**config.mk**
```make
export PLATFORM = sky130hd
export DESIGN_NAME = fuzz_vector_sequencer
export DESIGN_NICKNAME = d
export VERILOG_FILES = /design/src/rtl/fuzz_vector_sequencer.sv
export SDC_FILE = /design/constraint.sdc
export NUM_CORES = 1
export LEC_CHECK = 0
export CORE_AREA = 2 2 253 255
export CTS_BUF_LIST = sky130_fd_sc_hd__clkbuf_4 sky130_fd_sc_hd__clkbuf_8
export DETAILED_ROUTE_END_ITERATION = 12
export DIE_AREA = 0 0 255 257
export PLACE_DENSITY = 0.38
export SYNTH_ARGS = -nofsm -noshare
export SYNTH_HDL_FRONTEND = slang
export SYNTH_SLANG_ARGS = --single-unit
```
**constraint.sdc**
```tcl
create_clock -name clk -period 4.3 [get_ports clk]
set_clock_uncertainty 0.1 [all_clocks]
set_input_delay 0.43 -clock clk [delete_from_list [all_inputs] [get_ports clk]]
set_output_delay 0.43 -clock clk [all_outputs]
set_load 0.01 [all_outputs]
```
**src/rtl/fuzz_vector_sequencer.sv**
```systemverilog
// Clocked stimulus sequencer comparing a golden DUT against its synthesized netlist.
// Optional macro FUZZ_SEQ_CMP_MASK_EN adds a per-bit cmp_mask input to the compare.
module fuzz_vector_sequencer #(
  parameter int IN_W    = 76,
  parameter int OUT_W   = 233,
  parameter int NUM_VEC = 21,
  parameter int SETTLE  = 2,
  parameter int CNT_W   = 8
) (
  input  logic             clk,
  input  logic             rst,
  input  logic             start,
  input  logic             vec_valid,
  input  logic [IN_W-1:0]  vec_data,
  output logic             vec_ready,
  output logic [IN_W-1:0]  dut_in,
  input  logic [OUT_W-1:0] dut_y_a,
  input  logic [OUT_W-1:0] dut_y_b,
`ifdef FUZZ_SEQ_CMP_MASK_EN
  input  logic [OUT_W-1:0] cmp_mask,
`endif
  output logic             busy,
  output logic             done,
  output logic             pass,
  output logic [CNT_W-1:0] mismatch_cnt,
  output logic             first_fail_valid,
  output logic [CNT_W-1:0] first_fail_idx,
  output logic [CNT_W-1:0] vec_idx
);

  localparam int SW = (SETTLE > 1) ? $clog2(SETTLE) : 1;

  typedef enum logic [2:0] {
    S_IDLE, S_FETCH, S_SETTLE, S_CAPTURE, S_DONE
  } state_t;

  state_t           state_q, state_d;
  logic [IN_W-1:0]  dut_in_q, dut_in_d;
  logic [SW-1:0]    settle_q, settle_d;
  logic [CNT_W-1:0] mismatch_cnt_q, mismatch_cnt_d;
  logic             ffv_q, ffv_d;
  logic [CNT_W-1:0] ffi_q, ffi_d;
  logic [CNT_W-1:0] vec_idx_q, vec_idx_d;
  logic             pass_q, pass_d;

  logic [OUT_W-1:0] diff;
  logic             mis;
  logic [CNT_W-1:0] cnt_next;

  always_comb begin
`ifdef FUZZ_SEQ_CMP_MASK_EN
    diff = (dut_y_a ^ dut_y_b) & cmp_mask;
`else
    diff = dut_y_a ^ dut_y_b;
`endif
    mis = |diff;
    // Saturate so a pathological netlist cannot wrap the count back to "pass".
    cnt_next = (mis && (mismatch_cnt_q != '1)) ? mismatch_cnt_q + CNT_W'(1) : mismatch_cnt_q;
  end

  always_comb begin
    state_d        = state_q;
    dut_in_d       = dut_in_q;
    settle_d       = settle_q;
    mismatch_cnt_d = mismatch_cnt_q;
    ffv_d          = ffv_q;
    ffi_d          = ffi_q;
    vec_idx_d      = vec_idx_q;
    pass_d         = pass_q;
    case (state_q)
      S_IDLE, S_DONE: begin
        if (start) begin
          mismatch_cnt_d = '0;
          ffv_d          = 1'b0;
          ffi_d          = '0;
          vec_idx_d      = '0;
          pass_d         = 1'b0;
          state_d        = S_FETCH;
        end
      end
      S_FETCH: begin
        if (vec_valid) begin
          dut_in_d = vec_data;
          settle_d = SW'(SETTLE - 1);
          state_d  = S_SETTLE;
        end
      end
      S_SETTLE: begin
        if (settle_q == '0) state_d = S_CAPTURE;
        else                settle_d = settle_q - SW'(1);
      end
      S_CAPTURE: begin
        mismatch_cnt_d = cnt_next;
        if (mis && !ffv_q) begin
          ffv_d = 1'b1;
          ffi_d = vec_idx_q;
        end
        if (vec_idx_q == CNT_W'(NUM_VEC - 1)) begin
          pass_d  = (cnt_next == '0);
          state_d = S_DONE;
        end else begin
          vec_idx_d = vec_idx_q + CNT_W'(1);
          state_d   = S_FETCH;
        end
      end
      default: state_d = S_IDLE;
    endcase
  end

  always_ff @(posedge clk) begin
    if (rst) begin
      state_q        <= S_IDLE;
      dut_in_q       <= '0;
      settle_q       <= '0;
      mismatch_cnt_q <= '0;
      ffv_q          <= 1'b0;
      ffi_q          <= '0;
      vec_idx_q      <= '0;
      pass_q         <= 1'b0;
    end else begin
      state_q        <= state_d;
      dut_in_q       <= dut_in_d;
      settle_q       <= settle_d;
      mismatch_cnt_q <= mismatch_cnt_d;
      ffv_q          <= ffv_d;
      ffi_q          <= ffi_d;
      vec_idx_q      <= vec_idx_d;
      pass_q         <= pass_d;
    end
  end

  assign vec_ready        = (state_q == S_FETCH);
  assign busy             = (state_q == S_FETCH) || (state_q == S_SETTLE) || (state_q == S_CAPTURE);
  assign done             = (state_q == S_DONE);
  assign pass             = pass_q;
  assign dut_in           = dut_in_q;
  assign mismatch_cnt     = mismatch_cnt_q;
  assign first_fail_valid = ffv_q;
  assign first_fail_idx   = ffi_q;
  assign vec_idx          = vec_idx_q;

endmodule
```
# After elaboration in Yosys (flattened, before gate mapping)
# Index checks and enable logic that the tools add are counted.
dict set report totals {
  register_bits 106
  inputBits 546
  word_cells 62
}
dict set report op_classes {
  addsub 3
  eq_ne 12
  muxes 20
  bitwise 1
  reduce_logical 18
}
# operator n
set ops {}
lappend ops {{$reduce_or A233 Y1} 1}
lappend ops {{$xor A233 B233 Y233} 1}
lappend ops {{$pmux W8 S2} 3}
lappend ops {{$mux W8} 4}
lappend ops {{$add A8 B1 Y8 const B} 2}
lappend ops {{$mux W3} 4}
lappend ops {{$ne A2 B2 Y1 const B} 6}
lappend ops {{$pmux W3 S4} 1}
lappend ops {{$reduce_and A3 Y1} 4}
lappend ops {{$eq A8 B5 Y1 const B} 1}
lappend ops {{$logic_not A8 Y1} 1}
lappend ops {{$ne A8 B8 Y1 const B} 1}
lappend ops {{$eq A3 B2 Y1 const B} 2}
lappend ops {{$pmux W1 S2} 3}
lappend ops {{$reduce_and A2 Y1} 3}
lappend ops {{$mux W1} 5}
lappend ops {{$reduce_bool A2 Y1} 2}
lappend ops {{$eq A3 B1 Y1 const B} 1}
lappend ops {{$eq A3 B3 Y1 const B} 1}
lappend ops {{$logic_not A3 Y1} 1}
lappend ops {{$logic_and A1 B1 Y1} 2}
lappend ops {{$logic_or A1 B1 Y1} 2}
lappend ops {{$reduce_or A2 Y1} 1}
lappend ops {{$logic_not A1 Y1} 1}
lappend ops {{$sub A1 B1 Y1 const B} 1}

# Logic depth before layout (Yosys ltp)
# Gate-level depths: netlist of run 1.
dict set report logic_depth {
  word_depth 7
  ltp_mapped 10
}

# Least setup slack after synthesis of run 1
# No wires, ideal clock.
dict set report synth_path {
  path_type {input -> register}
  from {input port dut_y_b[18]}
  to {register pass_q, in the netlist pass}
  setup_time_ns 0.087
  arrival_ns 2.119
  t_required_ns 4.113
  path_slack_ns 1.994
  path_stages 10
  path_cell_list {xnor2_1 -> nand4_1 -> nor4_1 -> nand4_1 -> nor4_2 -> nand2_2 -> buf_6 -> a211oi_2 -> o22ai_1 -> o31ai_1}
}
dict set report synth_via {
  elab_chain_cells 7
}
# item line_no
set synth_rtl {}
lappend synth_rtl {{start, declared} 18} ;# input logic [OUT_W-1:0] dut_y_b,
lappend synth_rtl {{$xor A233 B233 Y233} 54} ;# diff = dut_y_a ^ dut_y_b;
lappend synth_rtl {{$reduce_or A233 Y1} 56} ;# mis = |diff;
lappend synth_rtl {{$logic_and A1 B1 Y1} 58} ;# cnt_next = (mis && (mismatch_cnt_q != '1)) ? mismatch_cnt_q + CNT_W'(1) : mismatch_cnt_q;
lappend synth_rtl {{$mux W8} 58}
lappend synth_rtl {{$logic_not A8 Y1} 99} ;# pass_d = (cnt_next == '0);
lappend synth_rtl {{$mux W1} 98} ;# if (vec_idx_q == CNT_W'(NUM_VEC - 1)) begin
lappend synth_rtl {{$pmux W1 S2} 70} ;# case (state_q)
lappend synth_rtl {{end signal, assigned} 128} ;# pass_q <= pass_d;
lappend synth_rtl {{end, declared} 44} ;# logic pass_q, pass_d;
# Every way passes these cells. The select of a mux whose other input is x is not followed.
# A chain may end at the register's enable or synchronous reset.

# Final worst setup path of run 1
dict set report layout_path {
  from {input port dut_y_b[142]}
  to {register ffi_q[0], in the netlist first_fail_idx[0]}
}
dict set report layout_via {
  elab_chain_cells 5
}
# item line_no
set layout_rtl {}
lappend layout_rtl {{$xor A233 B233 Y233} 54}
lappend layout_rtl {{$reduce_or A233 Y1} 56}
lappend layout_rtl {{$logic_and A1 B1 Y1} 94} ;# if (mis && !ffv_q) begin
lappend layout_rtl {{$ne A2 B2 Y1 (no line)} --}
lappend layout_rtl {{$reduce_and A3 Y1 (no line)} --}
lappend layout_rtl {{end signal, assigned} 126} ;# ffi_q <= ffi_d;
lappend layout_rtl {{end, declared} 42} ;# logic [CNT_W-1:0] ffi_q, ffi_d;
# Every way passes these cells.

==> impl_metrics.py, run 1 <==
metrics = {
    "floorplan": {
        "die_width_um": 255,
        "core_mm2": 0.0627,
        "die-height_um": 257,
        "die_area_mm2": 0.0655,
        "pin_count": 651,
        "initial_core_util_pct": 10.6,
        "rows": 92,
    },
    "detailed_routing": {
        "drt_iter0_markers": 268,
        "drtAntennaViolNets": 0,
        "wl_um": 47700,
        "wl_per_cell_um": 20.4,
        "wl_met2_um": 23400,
        "dr.pass1.iters": 4,
        "wl_met3_um": 5250,
        "drt-met1-wl_um": 18100,
        "vias_per_cell": 3.55,
        "vias": 8304,
        "top_layer": "met5",
        "detail_route.drc_violations": 0,
    },
    "setup_path": {
        "critPathMaxFanout": 17,
        "end_kind": "flip-flop",
        "critPathLaunchType": "primary input",
        "cp.arrival_ns": 3.83,
        "critical_path_class": "in2reg",
        "required_ns": 4.55,
    },
    "clock_network": {
        "clk_path_buf_depth": 2,
        "cts_setup_buffers": 0,
        "cts_made_buffers": 9,
        "cts_root_buf": "clkbuf_8",
        "post_cts_resize_count": 0,
        "cts_tree": "yes",
        "clock_latency_ns": 0.41,
        "hold_buffers": 0,
        "clk_pin_slew_worst_paths_ns": 0.12,
        "clock-sinks": 106,
        "htreeDepth": 3,
    },
    "sta": {
        "fmax_mhz": 280,
        "finalHoldViolCount": 0,
        "rsz0062_at_grt": "no",
        "tightest_slew_ns": 0.826,
        "fin_tns_setup_ns": 0,
        "fin_crit_sh_pct": 83.2,
        "drv_slew": 0,
        "setup_viol": 0,
        "relSlewSlack_pct": 45.0,
        "fin_crit_ns": 3.58,
    },
    "synth": {
        "ys_seq_elements": 106,
        "syn_area_per_cell_um2": 7.93,
        "ys.flop_type": "dfxtp_1",
        "yosysWarnings": 0,
        "synthCells": 842,
        "synth-xor-area-share_pct": 31.1,
        "synth_edf_count": 0,
        "yosys.area_share.simple_pct": 22.7,
        "synth_adder_area_share_pct": 0.562,
        "synth_nets": 1391,
        "synth.area.mux_share_pct": 0.787,
        "synth_cell_types": 43,
        "synth_area_mm2": 0.00668,
        "synth_top_family_by_area": "XOR/XNOR gates",
        "synthArstFlopShare_pct": 0,
        "synth-compound-area-share_pct": 10.4,
        "synth_seq_area_share_pct": 31.8,
    },
    "grt": {
        "grt_pass1_wl_um": 65000,
        "grt_util_all_layers_pct": 14.0,
        "grt_antenna_before_repair": 31,
        "grt-ovfl-total": 0,
        "grt_start_max_net_pins": 66,
        "grt_pass1_vias": 9014,
    },
    "worst_hold_path": {
        "hold_class": "reg2reg",
    },
    "final_layout": {
        "final_cell_mix": "clkdlybuf4s50_1, nand2_1, xnor2_1",
        "multi_input_area_mm2": 0.00438,
        "regArea_mm2": 0.00212,
        "final_common_cell": "clkdlybuf4s50_1",
        "nFillCells": 6953,
        "nets": 2023,
        "area_delta_synth_final_pct": 116,
        "layout-drive-gt1-share_pct": 2.43,
    },
    "pwr": {
        "power_density_mw_per_mm2": 193,
        "peakVddDrop_v": 0.000135,
        "p_leak_nw": 4.75,
        "finalPower_mw": 2.78,
    },
    "placement": {
        "dp_hpwl_um": 41600,
        "io_buffers": 650,
        "routabilityCongestion": 0.894,
    },
    "outcome": {
        "status": "completed",
    },
    "job": {
        "cap_violations": 0,
    },
}
==> state kept, by name, summed over array words and instances, names as in the netlist <==
register	flops
mismatch_cnt	8
settle_q	1
pass	1
dut_in	76
state_q	3
vec_idx	8
first_fail_idx	8
first_fail_valid	1
==> worst max-delay path, stage by stage <==
cell	delay, ns
clkdlybuf4s50_1	0.50
xor2_1	0.23
nor4_1	0.65
nand4_1	0.31
nor4_1	0.40
and3_1	0.30
nand2_2	0.23
nand2_1	0.32
mux2_2	0.37
nor2_1	0.09
==> routing by layer <==
layer | up-vias | GRT usage (%)
met3 | 61 | 6.79
met5 | - | 0
met2 | 324 | 24.6
met1 | 3742 | 14.9
met4 | 32 | 3.36
li1 | 4145 | -
==> Yosys cell counts (2+ instances only) <==
cell | instances | area (µm²)
xnor2_1 | 128 | 1120
mux2i_1 | 3 | 30.0
nand2b_1 | 3 | 18.8
a41oi_1 | 4 | 35.0
xor2_1 | 109 | 955
nor2_1 | 23 | 86.3
and4_1 | 2 | 17.5
ha_1 | 3 | 37.5
dfxtp_1 | 106 | 2120
a31oi_1 | 2 | 12.5
o21a_1 | 2 | 15.0
nand3_1 | 21 | 105
a211oi_1 | 3 | 22.5
nand4_1 | 42 | 263
and3_1 | 7 | 43.8
a21oi_1 | 92 | 460
and2_1 | 3 | 18.8
o21ai_0 | 6 | 30.0
clkbuf_1 | 33 | 124
nor3_1 | 6 | 30.0
buf_1 | 3 | 11.3
a31o_2 | 3 | 26.3
mux2_2 | 2 | 22.5
inv_1 | 8 | 30.0
a311oi_1 | 4 | 35.0
nor4_1 | 34 | 213
nor2b_1 | 2 | 12.5
nand2_1 | 173 | 649
==> layout make-up <==
class / count / share of cell area, %
Antenna cell: 15 / 0.261
Clock buffer: 9 / 0.860
Clock inverter: 7 / 0.582
Inverter: 8 / 0.209
Multi-Input combinational cell: 691 / 30.4
Sequential cell: 106 / 14.7
Tap cell: 846 / 7.35
Timing Repair Buffer: 658 / 45.6
==> where the power goes <==
part           switching, mW  total, mW  internal, mW
combinational          0.375       1.03         0.659
clock                  0.418      0.699         0.281
sequential            0.0220       1.04          1.02
total                  0.815       2.78          1.96
==> final timing paths <==
check,startpoint,depth (start not counted),endpoint,slack (ns)
setup reg to reg,state_q[0],5,dut_in[31],1.87
setup / recovery,dut_y_b[142],10,first_fail_idx[0],0.72
hold reg to reg,dut_in[37],2,dut_in[37],0.36
hold / removal,dut_in[37],2,dut_in[37],0.36
==> kinds of logic (layout without fill, tap and decap cells) <==
logic type,count (synthesis),in the layout
compound gates,123,123
xor+xnor,237,237
fa+ha+maj,3,3
buf+inv,45,682
flops,106,106
mux,5,5
other cells,0,15
simple gates,323,323
==> metrics by stage <==
| stage | std cells | cell area (µm²) | utilization (%) | setup slack [ns] | hold WS (ns) |
|---|---|---|---|---|---|
| CTS | 2325 | 14400 | 22.9 | 0.943 | 0.363 |
| global route | 2329 | 14400 | 22.9 | 0.730 | 0.377 |
| finish | 2340 | 14400 | 23.0 | 0.723 | 0.357 |
| global placement | 2309 | 14200 | 22.6 | 0.449 | 0.342 |
| detailed placement | 2309 | 14200 | 22.6 | 0.450 | 0.347 |
| floorplan | 842 | 6680 | - | 1.99 | 0.374 |
(Power assumes the default switching activity.)
==> run 2, diff against run 1 <==
clock period = 3.6 ns   (was 4.3 ns; I/O delays follow)
==> run 2 against run 1 <==
Compared with the run above: sequential share of layout area shrank 0.080 points; sequential power rose by 20%; global-route usage decreased by 0.13 points; largest cell class unchanged.
==> impl_metrics.py, run 2 (synthesis gave the netlist of run 1 again) <==
metrics = {
    "detailed_routing": {
        "wl_per_cell_um": 20.3,
        "vias_per_cell": 3.57,
        "wl_um": 47600,
        "wl_met3_um": 5100,
        "drtAntennaViolNets": 0,
        "wl_met2_um": 23400,
        "detail_route.drc_violations": 0,
        "drt-met1-wl_um": 18200,
        "vias": 8369,
        "dr.pass1.iters": 5,
        "top_layer": "met5",
        "drt_iter0_markers": 289,
    },
    "final_layout": {
        "layout-drive-gt1-share_pct": 2.89,
        "multi_input_area_mm2": 0.00438,
        "area_delta_synth_final_pct": 117,
        "final_cell_area_mm2": 0.0145,
        "final_cell_mix": "clkdlybuf4s50_1, nand2_1, xnor2_1",
        "nFillCells": 6855,
        "regArea_mm2": 0.00212,
        "final_common_cell": "clkdlybuf4s50_1",
        "nets": 2030,
        "largest_register_ffs": 76,
    },
    "grt": {
        "grt_start_max_net_pins": 77,
        "grt_pass1_wl_um": 64300,
        "grt_util_all_layers_pct": 13.9,
        "grt-ovfl-total": 0,
        "grt_antenna_before_repair": 30,
        "grt_pass1_vias": 8862,
    },
    "setup_path": {
        "cp.arrival_ns": 3.11,
        "critPathLaunchType": "primary input",
        "end_kind": "flip-flop",
        "reg2reg_slack_ns": 1.26,
        "required_ns": 3.84,
        "critical_path_class": "in2reg",
        "critPathMaxFanout": 14,
    },
    "sta": {
        "fin_tns_setup_ns": 0,
        "relSlewSlack_pct": 52.2,
        "setup_viol": 0,
        "rsz0062_at_grt": "no",
        "tightest_slew_ns": 0.715,
        "fmax_mhz": 349,
        "finalHoldViolCount": 0,
        "fin_crit_sh_pct": 79.7,
        "fin_crit_ns": 2.87,
        "drv_slew": 0,
    },
    "placement": {
        "dp_hpwl_um": 41600,
        "io_buffers": 650,
        "place_area_mm2": 0.0142,
        "routabilityCongestion": 0.868,
    },
    "floorplan": {
        "die_area_mm2": 0.0655,
        "rows": 92,
        "die-height_um": 257,
        "pin_count": 651,
        "die_width_um": 255,
        "initial_core_util_pct": 10.6,
        "core_mm2": 0.0627,
    },
    "clock_network": {
        "hold_buffers": 0,
        "htreeDepth": 3,
        "clk_pin_slew_worst_paths_ns": 0.12,
        "cts_setup_buffers": 0,
        "clk_path_buf_depth": 2,
        "cts_tree": "yes",
        "cts_made_buffers": 9,
        "clock-sinks": 106,
        "post_cts_resize_count": 0,
        "cts_root_buf": "clkbuf_8",
        "clock_latency_ns": 0.42,
    },
    "job": {
        "cap_violations": 0,
    },
    "pwr": {
        "peakVddDrop_v": 0.000164,
        "power_density_mw_per_mm2": 229,
        "p_leak_nw": 4.79,
    },
    "outcome": {
        "status": "completed",
    },
    "worst_hold_path": {
        "hold_class": "reg2reg",
    },
}
run 2: routing by layer:
layer  vias up  GRT usage (%)
met1      3803           15.0
met2       314           24.5
li1       4154              -
met3        64           6.50
met4        34           2.92
met5         -              0
run 2: worst max-delay path: stages:
cell and delay (ns):
clkdlybuf4s50_1 0.44, xnor2_1 0.25, nand4_1 0.18, nor4_1 0.36, nand4_1 0.23, nor4_2 0.32
buf_4 0.18, nand2_2 0.17, a211oi_1 0.25, o22ai_1 0.11, o31ai_1 0.25
run 2: where the power goes:
part / switching, mW / internal (mW) / total [mW]
Combinational: 0.452 / 0.796 / 1.25
Sequential: 0.0264 / 1.22 / 1.25
Clock: 0.494 / 0.336 / 0.830
run 2: worst paths after layout:
path                start    endpoint  cells past startpoint
max          dut_y_b[213]        pass                     11
min            dut_in[27]  dut_in[27]                      2
max reg2reg    state_q[0]  vec_idx[7]                      7
min reg2reg    dut_in[27]  dut_in[27]                      2
run 2: layout make-up:
class,count,share of cell area [%]
multi-input cells,691,30.3
flip-flops and latches,106,14.7
clock inverters,7,0.605
inverters,8,0.207
diodes,14,0.242
clock buffers,9,0.855
repair buffers,665,45.9
well taps,846,7.31
run 2: through the flow:
stage | total power [mW] | setup slack (ns) | hold slack [ns] | utilization (%) | std cells
after CTS | 3.41 | 0.631 | 0.313 | 23.0 | 2332
after detailed placement | 2.53 | 0.189 | 0.348 | 22.7 | 2316
after global placement | 2.53 | 0.219 | 0.342 | 22.7 | 2316
after global routing | 3.52 | 0.426 | 0.336 | 23.0 | 2337
after floorplan | 1.64 | 1.36 | 0.374 | - | 842
final | 3.32 | 0.731 | 0.359 | 23.1 | 2346
